===== src/rtl/rv32i_types_pkg.sv =====
// rv32i_types_pkg
//   Basic RV32I types shared by the pipeline stages.
//   word_t    : one 32-bit architectural word (instruction, address or data).
//   RV32I_NOP : canonical NOP encoding (addi x0, x0, 0). It fills an empty
//               pipeline slot.
package rv32i_types_pkg;

  typedef logic [31:0] word_t;

  localparam word_t RV32I_NOP = 32'h0000_0013;

endpackage : rv32i_types_pkg


===== src/rtl/tspp_fetch_stage_pkg.sv =====
// tspp_fetch_stage_pkg
//   Pipeline-level definitions shared by the two-stage pipeline.
//   fetch_state_t : instruction-memory request FSM states.
//                   IDLE  - no access outstanding.
//                   WAIT  - access outstanding, and its result is wanted.
//                   DRAIN - access outstanding, and its result will be dropped.
//   pc_misaligned : true when a PC is not 4-byte aligned.
package tspp_fetch_stage_pkg;

  import rv32i_types_pkg::*;

  typedef enum logic [1:0] {
    IDLE  = 2'd0,
    WAIT  = 2'd1,
    DRAIN = 2'd2
  } fetch_state_t;

  function automatic logic pc_misaligned(input word_t pc);
    return (pc[1:0] != 2'b00);
  endfunction

endpackage : tspp_fetch_stage_pkg


===== src/rtl/tspp_fetch_stage.sv =====
// tspp_fetch_stage
//   Instruction-fetch stage of the two-stage pipeline. It owns the PC, selects
//   the next PC, sequences instruction-memory reads and drives the IF/EX
//   register that execute consumes. An access that has been issued always
//   runs to completion. A redirect that occurs while an access is outstanding
//   turns that access into a drain, and its returned word is discarded.
//
// Ports
//   CLK, RST                  clock; synchronous active-high reset
//   pc_en, npc_sel            hazard unit: advance PC / take brj_addr
//   if_ex_stall, if_ex_flush  hazard unit: hold / invalidate IF/EX
//   insert_priv_pc, priv_pc   hazard unit: load trap/return vector
//   iren                      hazard unit: fetch enable
//   brj_addr                  execute: resolved branch/jump target
//   imem_ren, imem_addr       memory request
//   imem_busy                 memory: not done this cycle
//   imem_rdata, imem_error    memory response (valid when ren && !busy)
//   i_mem_busy                to hazard unit: memory side occupied
//   fault_insn, mal_insn      access fault / misaligned PC
//   epc_f, badaddr_f          exception PC / faulting address
//   rv32c_ready               always 1 (no compressed instructions)
//   instr_o, pc_o, valid_o    IF/EX register
module tspp_fetch_stage
  import rv32i_types_pkg::*;
  import tspp_fetch_stage_pkg::*;
#(
  parameter word_t RESET_PC = 32'h0000_0200
) (
  input  logic        CLK,
  input  logic        RST,
  input  logic        pc_en,
  input  logic        npc_sel,
  input  logic        if_ex_stall,
  input  logic        if_ex_flush,
  input  logic        insert_priv_pc,
  input  logic [31:0] priv_pc,
  input  logic        iren,
  input  logic [31:0] brj_addr,
  output logic        imem_ren,
  output logic [31:0] imem_addr,
  input  logic        imem_busy,
  input  logic [31:0] imem_rdata,
  input  logic        imem_error,
  output logic        i_mem_busy,
  output logic        fault_insn,
  output logic        mal_insn,
  output logic [31:0] epc_f,
  output logic [31:0] badaddr_f,
  output logic        rv32c_ready,
  output logic [31:0] instr_o,
  output logic [31:0] pc_o,
  output logic        valid_o
);

  fetch_state_t state_q, state_d;

  logic [31:0] pc_p0;
  logic [31:0] pc_d;
  logic [31:0] addr_p0;
  logic [31:0] req_addr;
  logic        mal;
  logic        kill;
  logic        ren;
  logic        completion;
  logic        issue_busy;

  logic [31:0] instr_p1;
  logic [31:0] pc_p1;
  logic        vld_p1;

  assign mal  = pc_misaligned(pc_p0);
  assign kill = if_ex_flush || insert_priv_pc || (pc_en && npc_sel);

  always_comb begin
    pc_d = pc_p0;
    if (insert_priv_pc) begin
      pc_d = priv_pc;
    end else if (pc_en && npc_sel) begin
      pc_d = brj_addr;
    end else if (pc_en) begin
      pc_d = pc_p0 + 32'd4;
    end
  end

  // Request side: IDLE issues from the live PC. WAIT/DRAIN replay the
  // captured address until the memory finishes.
  always_comb begin
    ren      = 1'b0;
    req_addr = pc_p0;
    state_d  = state_q;
    case (state_q)
      IDLE: begin
        ren      = iren && !mal;
        req_addr = pc_p0;
        if (ren && imem_busy) begin
          state_d = kill ? DRAIN : WAIT;
        end
      end
      WAIT: begin
        ren      = 1'b1;
        req_addr = addr_p0;
        if (!imem_busy) begin
          state_d = IDLE;
        end else if (kill) begin
          state_d = DRAIN;
        end
      end
      DRAIN: begin
        ren      = 1'b1;
        req_addr = addr_p0;
        if (!imem_busy) begin
          state_d = IDLE;
        end
      end
      default: begin
        state_d = IDLE;
      end
    endcase
    // Reset overrides the request. The next state is irrelevant here
    // because the register block forces IDLE.
    if (RST) begin
      ren = 1'b0;
    end
  end

  assign completion = ren && !imem_busy && (state_q != DRAIN);
  assign issue_busy = (state_q == IDLE) && ren && imem_busy;

  // ---- stage boundary: PC / request state -> IF/EX register ----
  always_ff @(posedge CLK) begin
    if (RST) begin
      state_q  <= IDLE;
      pc_p0    <= RESET_PC;
      addr_p0  <= RESET_PC;
      vld_p1   <= 1'b0;
      instr_p1 <= RV32I_NOP;
      pc_p1    <= RESET_PC;
    end else begin
      state_q <= state_d;
      pc_p0   <= pc_d;
      if (issue_busy) begin
        addr_p0 <= pc_p0;
      end
      if (if_ex_flush) begin
        vld_p1   <= 1'b0;
        instr_p1 <= RV32I_NOP;
      end else if (if_ex_stall) begin
        vld_p1   <= vld_p1;
      end else if (completion && !kill) begin
        vld_p1   <= 1'b1;
        instr_p1 <= imem_rdata;
        pc_p1    <= req_addr;
      end else begin
        vld_p1   <= 1'b0;
        instr_p1 <= RV32I_NOP;
      end
    end
  end

  assign imem_ren    = ren;
  assign imem_addr   = req_addr;
  assign i_mem_busy  = (ren && imem_busy) || (state_q == DRAIN);
  assign fault_insn  = completion && imem_error;
  assign mal_insn    = mal && iren;
  assign epc_f       = pc_p0;
  assign badaddr_f   = pc_p0;
  assign rv32c_ready = 1'b1;
  assign instr_o     = instr_p1;
  assign pc_o        = pc_p1;
  assign valid_o     = vld_p1;

endmodule : tspp_fetch_stage


===== config.mk =====
export PLATFORM = sky130hd
export DESIGN_NAME = tspp_fetch_stage
export DESIGN_NICKNAME = d
export VERILOG_FILES = /design/src/rtl/rv32i_types_pkg.sv /design/src/rtl/tspp_fetch_stage_pkg.sv /design/src/rtl/tspp_fetch_stage.sv
export SDC_FILE = /design/constraint.sdc
export NUM_CORES = 1
export LEC_CHECK = 0
export ABC_AREA = 1
export BUFFER_PORTS_ARGS = -buffer_cell sky130_fd_sc_hd__buf_2
export CAP_MARGIN = 10
export CORE_MARGIN = 1
export CORE_UTILIZATION = 45
export CTS_CLUSTER_SIZE = 12
export DETAILED_ROUTE_END_ITERATION = 12
export HOLD_SLACK_MARGIN = 0.08
export PLACE_DENSITY = 0.75
export SYNTH_ARGS = -nofsm -noshare
export SYNTH_HDL_FRONTEND = slang
export SYNTH_SLANG_ARGS = --single-unit

===== constraint.sdc =====
create_clock -name CLK -period 1.55 [get_ports CLK]
set_input_delay 0.155 -clock CLK [delete_from_list [all_inputs] [get_ports CLK]]
set_output_delay 0.155 -clock CLK [all_outputs]
set_load 0.02 [all_outputs]

==> results of run 1 <==
per-layer routing:
layer,vias up,global-route usage,wire length (µm)
met4,0,0.214,2770
met3,263,0.0842,3790
met2,803,0.637,16900
li1,4277,-,-
met1,4654,0.458,12400
met5,-,0,0
cell usage in the layout (no fill, tap or decap), drive strengths merged, types with 3 or more instances in the layout:
| cell type | count |
|---|---|
| a21oi | 114 |
| a22oi | 22 |
| a31oi | 6 |
| buf | 411 |
| bufinv | 3 |
| clkbuf | 25 |
| clkinv | 4 |
| dfxtp | 131 |
| diode | 3 |
| dlygate4sd3 | 70 |
| ha | 5 |
| inv | 61 |
| nand2 | 277 |
| nand3 | 45 |
| nand4 | 91 |
| nor2 | 107 |
| o211ai | 7 |
| o21ai | 47 |
| o221ai | 3 |
through the flow:
stage | util | worst slack (ns)
CTS | 0.754 | -0.433
global route | 0.810 | -0.506
finish | 0.811 | -0.465
detailed placement | 0.598 | -0.0813
global placement | 0.598 | -0.0534
floorplan | - | 0.00441
cells in the mapped netlist:
cell / n
nand3_2: 1
buf_2: 24
o21ai_0: 46
xor2_1: 2
a211oi_1: 1
nand3_1: 43
nor2_8: 2
a31oi_1: 6
o211ai_1: 7
a221oi_1: 1
a22oi_1: 22
inv_4: 1
clkinv_1: 2
nand2_1: 273
and3_1: 1
o21ai_1: 1
a21oi_1: 113
o21a_2: 1
nand2_2: 2
clkbuf_1: 36
o21a_1: 1
a21oi_2: 1
nand3_4: 1
conb_1: 1
nor2_1: 99
nor2_2: 4
a21o_1: 1
nand4_1: 91
dfxtp_1: 131
buf_6: 4
inv_2: 1
o22ai_1: 1
ha_1: 5
nand2_4: 2
o221ai_1: 3
nor2_4: 2
buf_4: 38
nor3_1: 2
inv_1: 60
buf_1: 3
power groups by stage:
| stage | registers, mW | logic [mW] | clock network, mW |
|---|---|---|---|
| global placement | 3.69 | 4.42 | 0 |
| finish | 3.67 | 7.19 | 4.13 |
| global route | 3.68 | 7.38 | 4.27 |
| floorplan | 3.80 | 2.75 | 0 |
| detailed placement | 3.70 | 4.46 | 0 |
| CTS | 3.63 | 6.45 | 4.08 |
final cells by class:
class,instances,area [µm²]
multi-input combinational,736,4660
timing repair buffer,485,3950
fill,891,2880
sequential,131,2650
clock buffer,22,474
inverter,64,246
tap,188,235
clock inverter,5,104
antenna,3,7.51
cell families (layout without fill, tap and decap cells):
kind of cell / Yosys count / after routing / synth area share
buf+inv: 169 / 576 / 0.119
fa+ha+maj: 5 / 5 / 0.00890
compound gates: 205 / 205 / 0.162
simple gates: 523 / 523 / 0.334
flops: 131 / 131 / 0.373
other cells: 1 / 4 / 0.000533
xor+xnor: 2 / 2 / 0.00249
how the worst max path moves through the flow:
stage	end	slack [ns]	cells past startpoint
5_1_grt	imem_addr[0]	-0.51	7
3_5_place_dp	instr_o[19]	-0.08	7
6_report	imem_addr[6]	-0.46	6
3_3_place_gp	badaddr_f[27]	-0.05	9
2_1_floorplan	badaddr_f[19]	0.004	10
4_1_cts	imem_addr[4]	-0.43	6
worst reg2reg max path: stages, from the launching register on:
cell     delay, ns
dfxtp_2       0.36
inv_2         0.06
ha_4          0.32
o21a_4        0.19
buf_6         0.13
buf_6         0.10
nand3_4       0.15
buf_12        0.20
buf_16        0.15
nand2_4       0.07
nand2_1       0.05
nor2_1        0.12
timing repair:
item	4_1_cts	5_1_grt
endpoints found under the hold margin	63	0
pin swaps	26	39
cloned	14	3
buffers inserted	22	23
hold buffers	70	0
endpoints found under the setup margin	105	157
resized for setup	154	236
sequential cells by signal (all words and copies together), names as in the netlist:
register / cells
pc_o: 32
badaddr_f: 32
addr_p0: 32
state_q: 2
instr_o: 32
valid_o: 1
==> results.yml, run 1 <==
run_status:
  status: "finished with violations"
  violations: "setup timing"
cts:
  clock_tree.root_cell: "clkbuf_16"
  cts_buffer_depth: 2
  clk-insertion-delay-late_ns: 0.42
  numCtsBuffers: 17
  htreeDepth: 4
  cts_sinks: 131
  clk_pin_slew_ns: 0.06
  cts_tree: "yes"
pwr:
  vdd_ir_drop_max_v: 0.00121
  pwr-share-comb: 0.480
  power_density_nw_per_um2: 1220
  power.switching_mw: 5.74
  p_seq_frac: 0.245
  p_total_mw: 15.0
  leakagePower_nw: 5.23
  intPower_mw: 9.24
  swShare: 0.383
  pwr-share-clk: 0.276
sta:
  setup_tns_ns: -40.99
  relSlewSlack: 0.586
  setup_viol: 139
  skew_ns: 0.0104
  fmax_mhz: 496
  rsz0062_at_grt: "true"
  setup_ws_ns: -0.465
  hold_slack_ns: 0.128
  worstMarginPinSlew_ns: 0.621
  fin_crit_sh: 1.30
  hold_viol: 0
  period_minus_slack_ns: 2.01
  drv_slew: 0
worst_setup_path:
  slowest_stage: "dfxtp_2"
  crit_arrival_ns: 1.86
  startpoint_type: "register"
  startpoint: "state_q[1]"
  cp_max_fo: 7
  critical_path_buf_inv_count: 4
  end_kind: "output pin"
  path_class: "register to output pin"
  critical-path-max-stage-delay_ns: 0.36
  reg2reg_slack_ns: -0.41
  r2r-start: "state_q[1]"
  cp_top_family: "buffers and inverters"
  worstReg2RegEnd: "addr_p0[4]"
  cp.required_ns: 1.39
  ff2ff_path_depth: 11
  cp_cell_sequence: "inv_2, ha_4, buf_12, clkinvlp_4, o21ai_4, buf_6"
floorplanning:
  io_pins: 272
  initial_core_util: 0.462
  die_y_um: 127
  die_w_um: 127
  fp-row-count: 45
  fp.dieArea_um2: 16100
  core_area_um2: 15200
final_layout:
  nNetsFinal: 1546
  finalInstanceArea_um2: 12300
  final_cells: 1634
  area_delta_synth_final_pct: 75.3
  drive_gt1_frac: 0.477
place:
  place_area_um2: 9100
  dpl.hpwl_um: 18200
  place_congestion: 0.954
  dp_cells: 1485
  port_buffers: 270
synth:
  syn-cell-area_um2: 7030
  synth_nets: 1147
  synth_cells: 1036
  yosysWarnings: 0
  ys_seq_elements: 131
  yosysSeqAreaShare: 0.373
  synth_area_per_cell_um2: 6.79
  yosysUniqueCellTypes: 40
  synth_area_leaders: "dfxtp_1, nand2_1, nand4_1, a21oi_1, nor2_1"
  yosysTopAreaCellShare: 0.373
  synth_top_area_cell: "dfxtp_1"
min_path:
  min_from: "brj_addr[23]"
  hold_path.class: "input pin to register"
  hold_depth: 5
  min_to: "badaddr_f[23]"
global_route:
  antenna_found_initial: 2
  grt_max_degree: 92
  first_global_vias: 8854
  track_usage: 0.382
  grt_pass1_wl_um: 47700
  grt.overflow.total: 0
drt:
  vias: 9997
  drt-initial-drc-count: 1364
  dr.pass1.iters: 8
  viasPerCell: 6.12
  postRouteWirelength_um: 35900
  wl_per_cell_um: 22.0
  ant_nets: 0
  drc_errors: 0
flow_run:
  max-cap-violations: 0
Note: power is estimated with default switching activity, not from simulation.
==> run 2: changes to the inputs <==
--- a/config.mk
+++ b/config.mk
@@ -12,8 +12,7 @@
 export CORE_UTILIZATION = 45
 export CTS_CLUSTER_SIZE = 12
 export DETAILED_ROUTE_END_ITERATION = 12
-export HOLD_SLACK_MARGIN = 0.08
-export PLACE_DENSITY = 0.75
+export PLACE_DENSITY = 0.85
 export SYNTH_ARGS = -nofsm -noshare
 export SYNTH_HDL_FRONTEND = slang
 export SYNTH_SLANG_ARGS = --single-unit
==> run 2 against run 1 <==
The run still ends with setup timing left. Total power rose by 3.0%. Cell count fell by 2.1%. Critical path depth rose by 5. Worst setup slack got worse by 0.031 ns. Design area fell by 3.5%. Clock skew fell by 0.00078 ns. Clock power fell by 1%. Die area did not move. Utilization fell by 2.8 points. Non-clock buffer count fell by 41. Critical path type is now register to register.
==> results.yml, run 2 (same netlist as run 1, synthesis figures left out) <==
drt:
  wl_per_cell_um: 24.1
  dr.pass1.iters: 12
  top_layer: "met4"
  wl_met3_um: 5290
  viasPerCell: 6.46
  dr_wl_met2_um: 16800
  drt-initial-drc-count: 1836
  ant_nets: 0
  vias: 10300
  postRouteWirelength_um: 38600
  route.layer.met1.wl_um: 12800
  drc_errors: 0
final_layout:
  most-common-layout-cells: "buf_2, nand2_1, dfxtp_1"
  num-fill-cells: 907
  fin_util: 0.783
  area_delta_synth_final_pct: 69.2
  drive_gt1_frac: 0.499
  regArea_um2: 2660
  multiInputGateArea_um2: 4650
  finalInstanceArea_um2: 11900
  final_common_cell: "buf_2"
  nNetsFinal: 1505
cts:
  clock_tree.root_cell: "clkbuf_16"
  cts_sinks: 131
  htreeDepth: 4
  cts_buffer_depth: 2
  clk-insertion-delay-late_ns: 0.44
  cts_tree: "yes"
  numCtsBuffers: 17
  clk_pin_slew_ns: 0.06
sta:
  rsz0062_at_grt: "true"
  setup_viol: 152
  hold_viol: 0
  setup_ws_ns: -0.496
  hold_slack_ns: 0.00273
  fin_crit_sh: 1.32
  period_minus_slack_ns: 2.05
  relSlewSlack: 0.178
  worstMarginPinSlew_ns: 1.23
  skew_ns: 0.00964
  fmax_mhz: 489
  drv_slew: 0
worst_setup_path:
  r2r-start: "badaddr_f[0]"
  path_class: "register to register"
  ff2ff_path_depth: 11
  worstReg2RegEnd: "pc_o[18]"
  startpoint: "badaddr_f[0]"
  cp.required_ns: 1.89
  startpoint_type: "register"
  end_kind: "register"
  cp_max_fo: 8
  reg2reg_slack_ns: -0.50
  crit_arrival_ns: 2.39
  worstSetupEndpoint: "pc_o[18]"
global_route:
  grt_max_degree: 55
  track_usage: 0.392
  grt.overflow.total: 0
  grt_pass1_wl_um: 48700
  antenna_found_initial: 3
  first_global_vias: 8974
floorplanning:
  fp.dieArea_um2: 16100
  fp-row-count: 45
  core_area_um2: 15200
  die_w_um: 127
  io_pins: 272
  initial_core_util: 0.462
  die_y_um: 127
min_path:
  hold_path.class: "input pin to register"
pwr:
  vdd_ir_drop_max_v: 0.00124
  power_density_nw_per_um2: 1300
  p_total_mw: 15.4
  leakagePower_nw: 5.08
flow_run:
  max-cap-violations: 0
run_status:
  status: "finished with violations"
  violations: "setup timing"
place:
  port_buffers: 270
  place_area_um2: 9020
  place_congestion: 0.938
  dpl.hpwl_um: 18100
[run 2: final cells by class]
type                            instances  share of cell area
Sequential cell                       131               0.223
Tap cell                              188              0.0198
Clock buffer                           23              0.0402
Antenna cell                            4            0.000841
Inverter                               64              0.0211
Timing Repair Buffer                  444               0.296
Multi-Input combinational cell        736               0.391
Clock inverter                          9             0.00873
[run 2: critical path: stages (launching register included)]
cell and delay [ns]:
dfxtp_2 0.33, inv_1 0.15, nand3_2 0.16, nor2_4 0.14
o21a_4 0.17, buf_6 0.11, buf_6 0.12, buf_6 0.10
buf_12 0.13, buf_12 0.14, nand4_1 0.16, a21oi_2 0.24
[run 2: how the worst min path moves through the flow]
stage / from / to / slack [ns] / cells after the start
after global routing: imem_rdata[18] / instr_o[18] / 0.009 / 3
after global placement: RST / pc_o[31] / 0.37 / 2
after floorplan: if_ex_flush / instr_o[0] / 0.29 / 2
after detailed placement: RST / pc_o[31] / 0.37 / 2
final: imem_rdata[18] / instr_o[18] / 0.003 / 3
after CTS: imem_rdata[14] / instr_o[14] / 0.0007 / 3
[run 2: power breakdown]
| group | internal, mW | switching, mW |
|---|---|---|
| registers | 3.53 | 0.139 |
| logic | 3.28 | 4.40 |
| clock network | 2.49 | 1.61 |
[run 2: routing by layer]
| metal | vias up | GRT usage |
|---|---|---|
| met5 | - | 0 |
| met1 | 4666 | 0.483 |
| li1 | 4205 | - |
| met3 | 391 | 0.0909 |
| met2 | 1062 | 0.622 |
| met4 | 0 | 0.245 |
[run 2: what timing repair did]
item	4_1_cts	5_1_grt
gates cloned	19	2
setup buffers	29	28
pin swaps	26	74
resized for setup	166	223
hold endpoints to repair	16	0
hold buffers	18	0
endpoints found under the setup margin	99	159
[run 2: metrics by stage]
stage	worst slack (ns)	setup TNS, ns	instances
floorplan	0.00441	0	1036
global placement	-0.0310	-0.263	1480
detailed placement	-0.0900	-2.45	1480
CTS	-0.401	-27.33	1578
global route	-0.530	-50.86	1597
finish	-0.496	-43.70	1599
==> run 3: changes to the inputs <==
--- a/config.mk
+++ b/config.mk
@@ -6,7 +6,7 @@
 export NUM_CORES = 1
 export LEC_CHECK = 0
 export ABC_AREA = 1
-export BUFFER_PORTS_ARGS = -buffer_cell sky130_fd_sc_hd__buf_2
+export BUFFER_PORTS_ARGS = -buffer_cell sky130_fd_sc_hd__clkbuf_2
 export CAP_MARGIN = 10
 export CORE_MARGIN = 1
 export CORE_UTILIZATION = 45
==> run 3 against run 2 <==
The flow still finishes with violations (setup timing). Routed wire length shrank 5.7%. Worst hold slack lost 0.0020 ns. Clock power is essentially flat. Cell count grew 0.56%. Non-clock buffer count grew 10. Design area grew 2.3%. Register-to-register slack gained 0.04 ns. Total power grew 5.2%.
==> results.yml, run 3 (same netlist as run 1, synthesis figures left out) <==
worst_setup_path:
  startpoint_type: "register"
  reg2reg_slack_ns: -0.46
  cp.required_ns: 1.39
  critical_path_buf_inv_count: 5
  cp_cell_sequence: "inv_2, ha_4, buf_12, buf_4, buf_6, o21ai_4, buf_8"
  critical-path-max-stage-delay_ns: 0.33
  cp_top_family: "buffers and inverters"
  cp_max_fo: 5
  ff2ff_path_depth: 13
  slowest_stage: "dfxtp_2"
  worstReg2RegEnd: "addr_p0[12]"
  r2r-start: "state_q[0]"
  crit_arrival_ns: 1.96
  path_class: "register to output pin"
  end_kind: "output pin"
sta:
  hold_viol: 0
  fin_crit_sh: 1.36
  setup_ws_ns: -0.563
  drv_slew: 0
  rsz0062_at_grt: "true"
  setup_viol: 130
  setup_tns_ns: -39.16
  relSlewSlack: 0.206
  worstMarginPinSlew_ns: 1.19
  fmax_mhz: 473
  skew_ns: 0.00928
  hold_slack_ns: 0.000702
  period_minus_slack_ns: 2.11
pwr:
  intPower_mw: 9.87
  p_seq_frac: 0.226
  power.switching_mw: 6.38
  p_total_mw: 16.2
  pwr-share-clk: 0.250
  vdd_ir_drop_max_v: 0.000982
  leakagePower_nw: 5.24
  power_density_nw_per_um2: 1330
  swShare: 0.393
  pwr-share-comb: 0.524
global_route:
  grt.met3_usage: 0.0704
  track_usage: 0.371
  grt_pass1_wl_um: 46100
  grt.busiest_layer: "met2"
  grt_max_degree: 79
  grt.overflow.total: 0
  antenna_found_initial: 2
  grt_use_met1: 0.453
  use_met2: 0.614
  first_global_vias: 8518
floorplanning:
  die_y_um: 127
  fp.dieArea_um2: 16100
  die_w_um: 127
  core_area_um2: 15200
  initial_core_util: 0.462
  fp-row-count: 45
  io_pins: 272
drt:
  wl_per_cell_um: 22.6
  viasPerCell: 6.23
  drc_errors: 0
  postRouteWirelength_um: 36400
  ant_nets: 0
  dr.pass1.iters: 7
  drt-initial-drc-count: 1311
  vias: 10000
place:
  dpl.hpwl_um: 18400
  dp_cells: 1483
  place_area_um2: 9080
  place_congestion: 0.935
  port_buffers: 270
  dp_slack_ns: -0.0725
cts:
  clk_pin_slew_ns: 0.06
  numCtsBuffers: 17
  cts_sinks: 131
  clock_tree.root_cell: "clkbuf_16"
  htreeDepth: 4
  cts_tree: "yes"
  cts_buffer_depth: 2
  clk-insertion-delay-late_ns: 0.44
min_path:
  hold_path.class: "input pin to register"
  hold_depth: 3
  min_from: "priv_pc[2]"
  min_to: "badaddr_f[2]"
run_status:
  status: "finished with violations"
  violations: "setup timing"
final_layout:
  nNetsFinal: 1515
  most-common-layout-cells: "clkbuf_2, nand2_1, dfxtp_1"
  fin_util: 0.801
  finalInstanceArea_um2: 12200
  final_common_cell: "clkbuf_2"
  drive_gt1_frac: 0.482
  final_cells: 1608
  area_delta_synth_final_pct: 73.1
flow_run:
  max-cap-violations: 0
==> run 3: cell types whose count changed in the layout (fill, tap and decap cells not counted), sizes merged <==
| cell | previous run | this run |
|---|---|---|
| buf | 424 | 170 |
| dlygate4sd3 | 18 | 32 |
| clkinvlp | 3 | 7 |
| clkinv | 7 | 8 |
| clkbuf | 25 | 270 |
| diode | 4 | 3 |
==> run 3: timing repair <==
item | 4_1_cts | 5_1_grt
pin swaps | 19 | 73
gates resized for setup | 141 | 270
buffers inserted | 27 | 28
endpoints found under the hold margin | 32 | 0
cloned | 12 | 7
hold buffers | 32 | 0
endpoints found under the setup margin | 103 | 150
==> run 3: power groups by stage <==
| stage | clock network [mW] | logic (mW) | registers (mW) |
|---|---|---|---|
| after floorplan | 0 | 2.75 | 3.80 |
| after global placement | 0 | 4.55 | 3.69 |
| after detailed placement | 0 | 4.59 | 3.70 |
| after CTS | 3.97 | 6.57 | 3.62 |
| after global routing | 4.16 | 8.74 | 3.68 |
| final | 4.06 | 8.52 | 3.67 |
==> run 3: how the worst max path moves through the flow <==
stage                       startpoint            end  slack (ns)  cells past startpoint
after detailed placement    state_q[0]    instr_o[25]       -0.07                      9
final                       state_q[1]  imem_addr[31]       -0.56                      7
after global routing        state_q[1]  imem_addr[31]       -0.59                      7
after global placement      state_q[0]  imem_addr[10]       -0.02                      7
after CTS                   state_q[0]   imem_addr[4]       -0.47                      6
after floorplan           badaddr_f[4]  badaddr_f[19]       0.004                     10
==> run 3: cell type report <==
class | instances | area [µm²]
clock inverter | 14 | 139
tap | 188 | 235
clock buffer | 18 | 439
fill | 863 | 3030
inverter | 64 | 249
timing repair buffer | 454 | 3840
multi-input combinational | 736 | 4610
sequential | 131 | 2650
antenna | 3 | 7.51
==> run 3: worst register-to-register path, delay by kind of cell (launching register included) <==
kind                       cells  cell delay, ns
adders and majority gates      1            0.18
buffers and inverters          8            0.93
AOI/OAI and AO/OA              2            0.31
and+or+nand+nor                2            0.11
DFF                            1            0.35
==> run 3: metal layers <==
| layer | vias to the layer above | wire, µm | part of all wire |
|---|---|---|---|
| met4 | 0 | 2980 | 0.082 |
| met3 | 297 | 4520 | 0.12 |
| li1 | 4219 | - | - |
| met2 | 947 | 16500 | 0.45 |
| met1 | 4549 | 12400 | 0.34 |
| met5 | - | 0 | 0 |
